## src/rtl/bus_decoder.sv

```systemverilog
// Single-master, NSLV-slave address decoder with one outstanding request.
// Requests are routed by a priority address map and rebased. Responses are registered; unmapped or timed-out accesses return an error.
module bus_decoder #(
    parameter int NSLV = 4,
    parameter int AW = 32,
    parameter int DW = 32,
    parameter logic [NSLV*AW-1:0] SLV_BASE = {32'h8000_0000, 32'h0200_0000, 32'h0100_0000, 32'h0000_0000},
    parameter logic [NSLV*AW-1:0] SLV_TOP  = {32'h8010_0000, 32'h0200_C000, 32'h0100_1000, 32'h0001_0000},
    parameter int TIMEOUT = 1024
) (
    input  logic               clock,
    input  logic               reset,
    input  logic               memory_valid,
    input  logic               memory_instr,
    input  logic [AW-1:0]      memory_addr,
    input  logic [DW-1:0]      memory_wdata,
    input  logic [DW/8-1:0]    memory_wstrb,
    output logic [DW-1:0]      memory_rdata,
    output logic               memory_error,
    output logic               memory_ready,
    output logic [NSLV-1:0]    slv_valid,
    output logic               slv_instr,
    output logic [AW-1:0]      slv_addr,
    output logic [DW-1:0]      slv_wdata,
    output logic [DW/8-1:0]    slv_wstrb,
    input  logic [NSLV*DW-1:0] slv_rdata,
    input  logic [NSLV-1:0]    slv_ready,
    output logic               busy
);

    localparam int IW = (NSLV > 1) ? $clog2(NSLV) : 1;
    localparam int CW = (TIMEOUT > 0) ? $clog2(TIMEOUT + 1) : 1;
    localparam logic [CW-1:0] LAST = (TIMEOUT > 0) ? CW'(TIMEOUT - 1) : '0;

    typedef enum logic {ST_IDLE, ST_WAIT} state_t;

    state_t          state, state_n;
    logic [IW-1:0]   sel, sel_n;
    logic [CW-1:0]   count, count_n;
    logic            ready_n, error_n;
    logic [DW-1:0]   rdata_n;

    logic            hit;
    logic [IW-1:0]   hit_idx;
    logic [AW-1:0]   hit_base;
    logic [NSLV-1:0] hit_vec;
    logic            sel_ready;
    logic [DW-1:0]   sel_rdata;

    // Lowest index wins overlapping windows; a slot with TOP<=BASE never matches.
    always_comb begin
        hit      = 1'b0;
        hit_idx  = '0;
        hit_base = '0;
        hit_vec  = '0;
        for (int unsigned i = 0; i < NSLV; i++) begin
            if (!hit && memory_addr >= SLV_BASE[i*AW +: AW] && memory_addr < SLV_TOP[i*AW +: AW]) begin
                hit        = 1'b1;
                hit_idx    = IW'(i);
                hit_base   = SLV_BASE[i*AW +: AW];
                hit_vec[i] = 1'b1;
            end
        end
    end

    always_comb begin
        sel_ready = 1'b0;
        sel_rdata = '0;
        for (int unsigned i = 0; i < NSLV; i++) begin
            if (sel == IW'(i)) begin
                sel_ready = slv_ready[i];
                sel_rdata = slv_rdata[i*DW +: DW];
            end
        end
    end

    assign slv_addr  = memory_addr - hit_base;
    assign slv_instr = memory_instr;
    assign slv_wdata = memory_wdata;
    assign slv_wstrb = memory_wstrb;
    assign busy      = (state == ST_WAIT);

    always_comb begin
        state_n   = state;
        sel_n     = sel;
        count_n   = count;
        ready_n   = 1'b0;
        error_n   = 1'b0;
        rdata_n   = memory_rdata;
        slv_valid = '0;
        case (state)
            ST_IDLE: begin
                if (memory_valid) begin
                    if (hit) begin
                        slv_valid = hit_vec;
                        sel_n     = hit_idx;
                        count_n   = '0;
                        state_n   = ST_WAIT;
                    end else begin
                        ready_n = 1'b1;
                        error_n = 1'b1;
                        rdata_n = '0;
                    end
                end
            end
            ST_WAIT: begin
                if (sel_ready) begin
                    ready_n = 1'b1;
                    rdata_n = sel_rdata;
                    state_n = ST_IDLE;
                end else if (TIMEOUT != 0 && count == LAST) begin
                    ready_n = 1'b1;
                    error_n = 1'b1;
                    rdata_n = '0;
                    state_n = ST_IDLE;
                end else if (count != '1) begin
                    count_n = count + 1'b1;
                end
            end
            default: state_n = ST_IDLE;
        endcase
    end

    always_ff @(posedge clock or negedge reset) begin
        if (!reset) begin
            state        <= ST_IDLE;
            sel          <= '0;
            count        <= '0;
            memory_ready <= 1'b0;
            memory_error <= 1'b0;
            memory_rdata <= '0;
        end else begin
            state        <= state_n;
            sel          <= sel_n;
            count        <= count_n;
            memory_ready <= ready_n;
            memory_error <= error_n;
            memory_rdata <= rdata_n;
        end
    end

endmodule

```

## config.mk

```make
export PLATFORM = sky130hd
export DESIGN_NAME = bus_decoder
export DESIGN_NICKNAME = d
export VERILOG_FILES = /design/src/rtl/bus_decoder.sv
export SDC_FILE = /design/constraint.sdc
export NUM_CORES = 1
export LEC_CHECK = 0
export CAP_MARGIN = 20
export CORE_AREA = 2 2 121 123
export DETAILED_ROUTE_END_ITERATION = 8
export DIE_AREA = 0 0 123 125
export PLACE_DENSITY = 0.76
export RECOVER_POWER = 50
export SLEW_MARGIN = 20
export SYNTH_ARGS = -nofsm -noshare
export SYNTH_HDL_FRONTEND = slang
export SYNTH_SLANG_ARGS = --single-unit
```

## constraint.sdc

```tcl
create_clock -name clock -period 3.7 [get_ports clock]
set_input_delay 0.74 -clock clock [delete_from_list [all_inputs] [get_ports clock]]
set_output_delay 0.74 -clock clock [all_outputs]
set_load 0.01 [all_outputs]
```

# ---- Word level (Yosys, flattened, before mapping)
# Index checks and enable logic that the tools add are counted.
dict set report totals {
  wordCells 90
  mem_bits_rw 0
  mem_bits_ro 0
  input_bits 204
  latchBits 0
  out_inout_bits 108
  memories 0
  reg_bits 48
}
dict set report op_classes {
  reduce_logical 14
  shift 0
  eq_ne 12
  div 0
  bitwise 1
  muxes 47
  magnitude_cmp 8
  mul 0
  n_addsub 2
}
# op count
set op_table {}
lappend op_table {{32-bit 2-to-1 mux} 10}
lappend op_table {{32-bit case mux with 2 select lines} 1}
lappend op_table {{11-bit 2-to-1 mux} 5}
lappend op_table {{32-bit by 1-bit greater-or-equal comparator with 1-bit output, second input constant} 1}
lappend op_table {{32-bit by 25-bit greater-or-equal comparator with 1-bit output, second input constant} 1}
lappend op_table {{32-bit by 26-bit greater-or-equal comparator with 1-bit output, second input constant} 1}
lappend op_table {{32-bit greater-or-equal comparator, second input constant} 1}
lappend op_table {{32-bit by 17-bit < comparator with 1-bit output, second input constant} 1}
lappend op_table {{32-bit by 25-bit < comparator with 1-bit output, second input constant} 1}
lappend op_table {{32-bit by 26-bit < comparator with 1-bit output, second input constant} 1}
lappend op_table {{32-bit < comparator, second input constant} 1}
lappend op_table {{32-bit subtractor} 1}
lappend op_table {{25-bit 2-to-1 mux} 1}
lappend op_table {{11-bit case mux with 2 select lines} 1}
lappend op_table {{1-bit 2-to-1 mux} 21}
lappend op_table {{4-bit 2-to-1 mux} 3}
lappend op_table {{11-bit by 1-bit adder with 11-bit output, second input constant} 1}
lappend op_table {{11-bit by 10-bit equality test with 1-bit output, second input constant} 1}
lappend op_table {{11-bit inequality test, second input constant} 1}
lappend op_table {{2-bit inequality test, second input constant} 5}
lappend op_table {{1-bit logical AND} 7}
lappend op_table {{1-bit case mux with 2 select lines} 3}
lappend op_table {{3-bit AND reduction} 2}
lappend op_table {{5-bit AND reduction} 1}
lappend op_table {{other kinds (8)} 12}

# ---- Logic depth before layout (Yosys ltp)
# Gate-level depths: netlist of the first run.
dict set report logic_depth {
  ltp_word 18
  depth_mapped 9
  mapped_depth_nobuf 9
}

# ---- Least setup slack after synthesis of the first run
# No wires, ideal clock.
dict set report synth_path {
  kind {input to output}
  from {input memory_addr[27]}
  to {output slv_addr[31]}
  slack_ns 0.202
  t_arrival_ns 2.758
  stages 8
  required_ns 2.960
  n_path_buf 0
  cell_sequence {or4_4 -> and4bb_2 -> nand3_1 -> ha_1 -> a21o_1 -> nor3_1 -> xor2_1 -> xnor2_1}
}
dict set report synth_via {
  elab_chain_cells 16
  word_cells_on_any_way 25
  cone_classes {1 x add/sub; 8 x order compare; 6 x mux; 10 x reduce/logical}
}
# item line
set synth_lines {}
lappend synth_lines {{from (decl)} 15} ;# input logic [AW-1:0] memory_addr,
lappend synth_lines {{32-bit by 1-bit greater-or-equal comparator with 1-bit output / 32-bit by 17-bit < comparator with 1-bit output (equally long branches)} 57} ;# if (!hit && memory_addr >= SLV_BASE[i*AW +: AW] && memory_addr < SLV_TOP[i*AW +: AW]) begin
lappend synth_lines {{1-bit logical AND} 57}
lappend synth_lines {{1-bit 2-to-1 mux} 57}
lappend synth_lines {{1-bit logical NOT} 57}
lappend synth_lines {{1-bit logical AND (2 in a row)} 57}
lappend synth_lines {{1-bit 2-to-1 mux} 57}
lappend synth_lines {{1-bit logical NOT} 57}
lappend synth_lines {{1-bit logical AND (2 in a row)} 57}
lappend synth_lines {{1-bit 2-to-1 mux} 57}
lappend synth_lines {{1-bit logical NOT} 57}
lappend synth_lines {{1-bit logical AND (2 in a row)} 57}
lappend synth_lines {{32-bit 2-to-1 mux} 57}
lappend synth_lines {{32-bit subtractor (*)} 77} ;# assign slv_addr = memory_addr - hit_base;
lappend synth_lines {{to (decl)} 23} ;# output logic [AW-1:0] slv_addr,
# Every way passes the cells marked *; elsewhere a longest branch is shown, timed or not.

# ---- Final worst setup path of the first run
dict set report layout_path {
  from {input memory_addr[20]}
  to {output slv_addr[28]}
}
# The elaborated chain is that of the path after synthesis.

==> results of run 1 <==
cells by family after synthesis:
group           count (synthesis)  synth area share [%]
xor+xnor                        7                  1.75
compound gates                 63                  14.3
simple gates                   57                  9.05
fa+ha+maj                       4                  1.65
mux                            34                  21.5
flops                          48                  34.3
buf+inv                        95                  17.4
flip-flops by register name, indices dropped and copies added, names as in the netlist:
name and count:
busy 1, memory_rdata 32, memory_error 1, memory_ready 1, count 11, sel 2
cell usage in the layout, fill, tap and decap left out, types with 2 or more instances in the layout:
cell             netlist  layout
a21o_1                 3       3
a21oi_1                5       5
a22o_1                32      32
a31oi_1                5       5
and2_1                 5       4
and3_1                 4       4
buf_2                  1       7
buf_4                 61      22
buf_6                  3       4
clkbuf_1              13       2
clkbuf_16              0       5
clkdlybuf4s50_1        0     191
clkinvlp_4             0       2
dfrtp_1               48      47
dlygate4sd2_1          0       4
dlygate4sd3_1          0       4
dlymetal6s2s_1         0       2
ha_4                   0       2
inv_1                 15      13
inv_2                  1       2
mux4_2                33      33
nand2_1                9       9
nand3_1                7       6
nand4_1                3       3
nor2_1                 9       9
nor2b_1                2       2
nor3_1                 7       6
nor4_2                 1       3
o21ai_0                8       8
or4_4                  1       2
xnor2_1                2       2
xor2_1                 5       5
routing by layer:
layer	part of all wire [%]	global-route usage (%)
met1	35	15.0
met2	53	27.4
met3	9.6	4.01
met4	3.1	6.15
met5	0	0
timing repair:
action | 4_1_cts | 5_1_grt
pin swaps | 11 | 11
setup buffers | 3 | 1
resized for setup | 54 | 14
endpoints found under the setup margin | 10 | 5
path summary, 6_finish.rpt:
path                       slack, ns       startpoint                to  cells past startpoint
setup / recovery                0.01  memory_addr[20]      slv_addr[28]                     11
hold / removal                  0.49         count[9]          count[9]                      1
setup reg to reg                1.55             busy  memory_rdata[10]                      6
hold reg to reg                 0.49         count[9]          count[9]                      1
max in group asynchronous       1.09            reset  memory_rdata[11]                      2
min in group asynchronous       0.62            reset   memory_rdata[1]                      1
report_power, final:
group	internal, mW	total [mW]	switching, mW
Clock	0.251	0.451	0.200
Sequential	0.527	0.530	0.00213
Combinational	0.203	0.292	0.0890
Total	0.981	1.27	0.291
final cells by class:
| cell class | instances | area [sq um] | area share (%) |
|---|---|---|---|
| clock buffer | 5 | 125 | 2.20 |
| sequential | 48 | 1200 | 21.1 |
| timing repair buffer | 238 | 2280 | 40.0 |
| inverter | 16 | 62.6 | 1.10 |
| tap | 184 | 230 | 4.04 |
| clock inverter | 3 | 23.8 | 0.417 |
| multi-input combinational | 165 | 1770 | 31.1 |
per-stage QoR:
| step | TNS [ns] | setup WS, ns |
|---|---|---|
| 6_report | 0 | 0.0145 |
| 2_1_floorplan | 0 | 0.202 |
| 3_5_place_dp | -4.40 | -0.788 |
| 3_3_place_gp | -3.78 | -0.718 |
| 4_1_cts | 0 | 0.000159 |
| 5_1_grt | -0.0737 | -0.0371 |
==> results.tsv, run 1 <==
stage	metric	value	unit
drt	routedWlPerCell	17.9	um
timing	maxSlewHeadroom	-4.45	%
cts	clock_path_buffers	2	
floorplanning	core-area	0.0142	sq mm
worst_setup_path	critPathSlowestCell	or4_4	
drt	routed_wl	11.8	mm
placed_design	hpwlAfterDp	9.22	mm
synth	synth_area_per_cell	11.4	sq um
worst_setup_path	cp_common_cell	buf_6	
placed_design	place_area	0.00547	sq mm
worst_setup_path	required	2.96	ns
final_layout	num-nets-final	682	
synth	ys_seq_elements	48	
final_layout	area_delta_synth_final	62.8	%
power_and_ir_drop	power_leakage	2.30	nW
timing	final-setup-viol-count	0	
cts	clk_latency	0.29	ns
drt	drc	0	
worst_setup_path	cp_num_buf_inv	5	
cts	cts_tree	yes	
global_routing	grt_first_pass_wirelength	17.7	mm
global_routing	grtUsageTotal	14.7	%
synth	synth_most_common_cell	buf_4	
cts	hold_buffers	0	
final_layout	layout-drive-gt1-share	20.6	%
cts	clock_sinks	48	
timing	fin_crit	3.69	ns
floorplanning	fp.dieW	123	um
status	outcome	finished with violations	
cts	clockRootBuffer	clkbuf_16	
timing	fmax	271	MHz
floorplanning	die_height	125	um
power_and_ir_drop	p_total	1.27	mW
timing	fin_crit_sh	99.6	%
synth	syn_nets	516	
timing	rsz0062_at_grt	yes	
worst_setup_path	cp_max_fo	3	
synth	synth_area_leader_cell	dfrtp_1	
placed_design	io_buffers	213	
worst_setup_path	cp-end-kind	primary output	
floorplanning	die_area	0.0154	sq mm
worst_setup_path	crit_family	simple AND/OR/NAND/NOR gates	
status	violations	capacitance limit, slew limit	
synth	syn_area	0.00350	sq mm
worst_setup_path	crit_path_cell_trace	buf_6 > or4_4 > and4bb_2 > nand3_4 > buf_6 > inv_4 > fa_2 > inv_2 > or3_4 > xnor2_1 > buf_2	
synth	synth-edff-count	0	
synth	synth-async-reset-ratio	100	%
synth	ys_warn_count	0	
placed_design	gp_congestion	0.837	
global_routing	grt_pass1_vias	3393	
global_routing	grt-ovfl-total	0	
floorplanning	start_util	24.6	%
timing	finalHoldViolCount	0	
synth	netlist.area_leader.share	34.3	%
power_and_ir_drop	cellPowerDensity	223	mW/mm^2
drt	vias	3187	
synth	ys_types	46	
worst_setup_path	worst_setup_path_start_kind	input port	
synth	synth.top_cells.by_count	buf_4 (61), dfrtp_1 (48), mux4_2 (33)	
power_and_ir_drop	ir_drop	0.151	mV
floorplanning	ios	312	
drt	drt_iter0_markers	122	
synth	seq_area_frac_synth	34.3	%
synth	synth_cells	308	
final_layout	design_area	0.00570	sq mm
timing	tightest_slew	1.57	ns
cts	cts_buffers	5	
min_path	min_path_type	reg2reg	
global_routing	grt_antenna_before_repair	0	
worst_setup_path	critPathKind	in2out	
synth	ys.flop_type	dfrtp_1	
cts	path_clk_slew	0.07	ns
worst_setup_path	cp_slowest_stage_delay	0.55	ns
drt	ant_nets	0	
synth	synth_area_leaders	dfrtp_1 (34%), mux4_2 (21%), buf_4 (13%)	
timing	slew_viol_final	30	
placed_design	post-place-cells	647	
drt	via_per_inst	4.84	
global_routing	grt_max_degree	34	
final_layout	post-route-util	40.1	%
worst_setup_path	cp_data_arrival_time	2.95	ns
job	cap_violations	1	
final_layout	fill_cells	1326	
final_layout	diodes	0	
final_layout	final_cells	659	
floorplanning	std_cell_rows	44	
drt	dr.pass1.iters	6	
cts	htree_levels	2	
timing	whs	0.491	ns
timing	skew	0.00461	ns
(Power assumes the default switching activity.)
==> inputs of run 2 (changes only) <==
- PLACE_DENSITY: 0.76 -> 0.64
- SLEW_MARGIN: 20 -> default
- clock period: 3.7 -> 4.03 ns (I/O delays scaled with it)
==> run 2 against run 1 <==
  * Die area unchanged
  * The flow still finishes with violations (capacitance limit, slew limit)
  * Power down 7.0%
  * Critical path type unchanged
  * Highest routed layer unchanged
  * Clock power down 5.1%
  * Clock-buffer cell count up 2
  * Largest power group unchanged
==> results.tsv, run 2 (synthesis gave the netlist of run 1 again) <==
stage	metric	value	unit	change
status	outcome	finished with violations		
status	violations	capacitance limit, slew limit		
timing	whs	0.480	ns	-0.0110 ns
min_path	whs_path_depth	1		unchanged
final_layout	largest_reg_flops	32		unchanged
power_and_ir_drop	ir_drop	0.151	mV	+0.33%
placed_design	hpwlAfterDp	9.39	mm	+1.9%
placed_design	post-place-cells	649		+0.31%
final_layout	top_register	memory_rdata		
min_path	min_path_type	reg2reg		
worst_setup_path	cp_data_arrival_time	3.15	ns	+0.20 ns
cts	clock_sinks	48		unchanged
worst_setup_path	worst_setup_path_start_kind	input port		
floorplanning	core-area	0.0142	sq mm	unchanged
timing	skew	0.00437	ns	-0.000235 ns
cts	clk_latency	0.29	ns	about the same
worst_setup_path	cp_max_fo	3		unchanged
timing	tightest_slew	2.13	ns	+0.559 ns
final_layout	layout_common_cells	clkdlybuf4s50_1 (193), dfrtp_1 (47), mux4_2 (33)		
worst_setup_path	cp_num_buf_inv	5		unchanged
drt	ant_nets	0		unchanged
placed_design	io_buffers	213		unchanged
timing	fmax	253	MHz	
worst_setup_path	cp-end-kind	primary output		
power_and_ir_drop	cellPowerDensity	208	mW/mm^2	-6.9%
worst_setup_path	crit_family	simple AND/OR/NAND/NOR gates		
drt	wl_met3	1.19	mm	+5.0%
drt	wl_met1	4.38	mm	+7.3%
drt	drt_iter0_markers	172		+41%
power_and_ir_drop	power_leakage	2.30	nW	-0.14%
drt	via_per_inst	4.74		-2.1%
worst_setup_path	required	3.22	ns	+0.26 ns
drt	vias	3130		-1.8%
drt	routedWlPerCell	18.4	um	+2.8%
final_layout	area_delta_synth_final	62.6	%	
global_routing	grtUsageTotal	14.9	%	+0.26 points
floorplanning	std_cell_rows	44		unchanged
cts	htree_levels	2		unchanged
drt	routed_wl	12.2	mm	+3.1%
global_routing	grt_antenna_before_repair	0		unchanged
floorplanning	die_area	0.0154	sq mm	unchanged
worst_setup_path	r2r_end	memory_rdata[13]		
cts	clockRootBuffer	clkbuf_16		
global_routing	grt_first_pass_wirelength	17.6	mm	-0.51%
floorplanning	start_util	24.6	%	unchanged
global_routing	grt_pass1_vias	3197		-5.8%
floorplanning	die_height	125	um	unchanged
worst_setup_path	r2r_slack	1.82	ns	+0.27 ns
final_layout	diodes	0		unchanged
worst_setup_path	critPathKind	in2out		
worst_setup_path	critPathSlowestCell	or4_4		
drt	drc	0		unchanged
job	cap_violations	1		unchanged
final_layout	final_cells	661		+0.30%
drt	highest_layer	met4		
cts	cts_tree	yes		
worst_setup_path	r2r_cells	6		unchanged
cts	hold_buffers	0		unchanged
min_path	hp-start	count[9]		
drt	wl_met2	6.26	mm	+0.97%
timing	finalHoldViolCount	0		unchanged
timing	fin_crit	3.95	ns	
timing	maxSlewHeadroom	-41.7	%	-37 points
worst_setup_path	crit_path_cell_trace	dlygate4sd2_1 > or4_4 > and4bb_2 > nand3_4 > buf_6 > inv_2 > fa_2 > inv_1 > or3_1 > xnor2_1 > buf_2		
drt	dr.pass1.iters	4		-2
power_and_ir_drop	p_total	1.18	mW	-7.0%
timing	fin_crit_sh	98.1	%	
worst_setup_path	cp_slowest_stage_delay	0.54	ns	about the same
floorplanning	ios	312		unchanged
timing	final-setup-viol-count	0		unchanged
final_layout	reg.largest.list	memory_rdata (32), count (11), sel (2)		
cts	clock_path_buffers	2		unchanged
floorplanning	fp.dieW	123	um	unchanged
global_routing	grt_max_degree	49		+44%
cts	cts_buffers	5		unchanged
timing	slew_viol_final	39		+30%
worst_setup_path	rr_startpoint	busy		
placed_design	gp_congestion	0.845		+1.0%
global_routing	grt-ovfl-total	0		unchanged
final_layout	num-nets-final	684		+0.29%
final_layout	final_common_cell	clkdlybuf4s50_1		
final_layout	layout-drive-gt1-share	18.9	%	-1.8 points
min_path	min_to	count[9]		
cts	path_clk_slew	0.06	ns	about the same
[run 2: changes by cell type in the layout (fill, tap and decap cells not counted), sizes merged]
cell | before | now
clkdlybuf4s50 | 191 | 193
clkinvlp | 2 | 1
dlymetal6s2s | 2 | 0
clkbuf | 8 | 11
dlygate4sd2 | 4 | 8
clkdlybuf4s15 | 1 | 2
clkinv | 1 | 0
buf | 33 | 29
[run 2: how the worst max path moves through the flow]
| stage | from | to | slack [ns] | cells after the start |
|---|---|---|---|---|
| 2_1_floorplan | memory_addr[27] | slv_addr[31] | 0.40 | 8 |
| 3_3_place_gp | memory_addr[26] | slv_addr[31] | -0.58 | 10 |
| 4_1_cts | memory_addr[29] | slv_addr[28] | 0.04 | 11 |
| 3_5_place_dp | memory_addr[26] | slv_addr[31] | -0.67 | 10 |
| 5_1_grt | memory_addr[13] | slv_addr[31] | -0.007 | 11 |
| 6_report | memory_addr[22] | slv_addr[28] | 0.08 | 11 |
[run 2: final cells by class]
type	count	area [sq um]
Clock buffer	7	143
Clock inverter	1	7.51
Fill cell	1329	8510
Inverter	16	60.1
Multi-Input combinational cell	165	1750
Sequential cell	48	1200
Tap cell	184	230
Timing Repair Buffer	240	2290
[run 2: worst register-to-register path: cells and delay by family (launching register included)]
kind,cells,cell delay [ns]
compound gates,3,0.54
buf+inv,2,0.65
flops,1,0.59
simple gates,1,0.37
[run 2: what timing repair did]
action	CTS	global route
setup buffers	1	2
pin swaps	9	6
hold endpoints to repair	0	0
setup endpoints to repair	7	4
resized for setup	31	13
[run 2: where the power goes]
group | total [mW] | switching [mW] | internal [mW]
clock network | 0.428 | 0.181 | 0.247
registers | 0.486 | 0.00210 | 0.484
logic | 0.268 | 0.0811 | 0.187
[run 2: layer usage]
metal  global-route usage (%)  vias up
li1                         -     1425
met1                     16.7     1523
met5                        0        -
met4                     5.88        0
met2                     26.5      145
met3                     4.01       37
[run 2: stage by stage]
stage	cell area [sq um]	utilization (%)	setup TNS (ns)	worst slack, ns
after floorplan	3500	-	0	0.400
after global placement	5480	38.6	-3.01	-0.584
after detailed placement	5480	38.6	-3.40	-0.671
after CTS	5650	39.8	0	0.0444
after global routing	5690	40.1	-0.00664	-0.00664
final	5690	40.1	0	0.0771
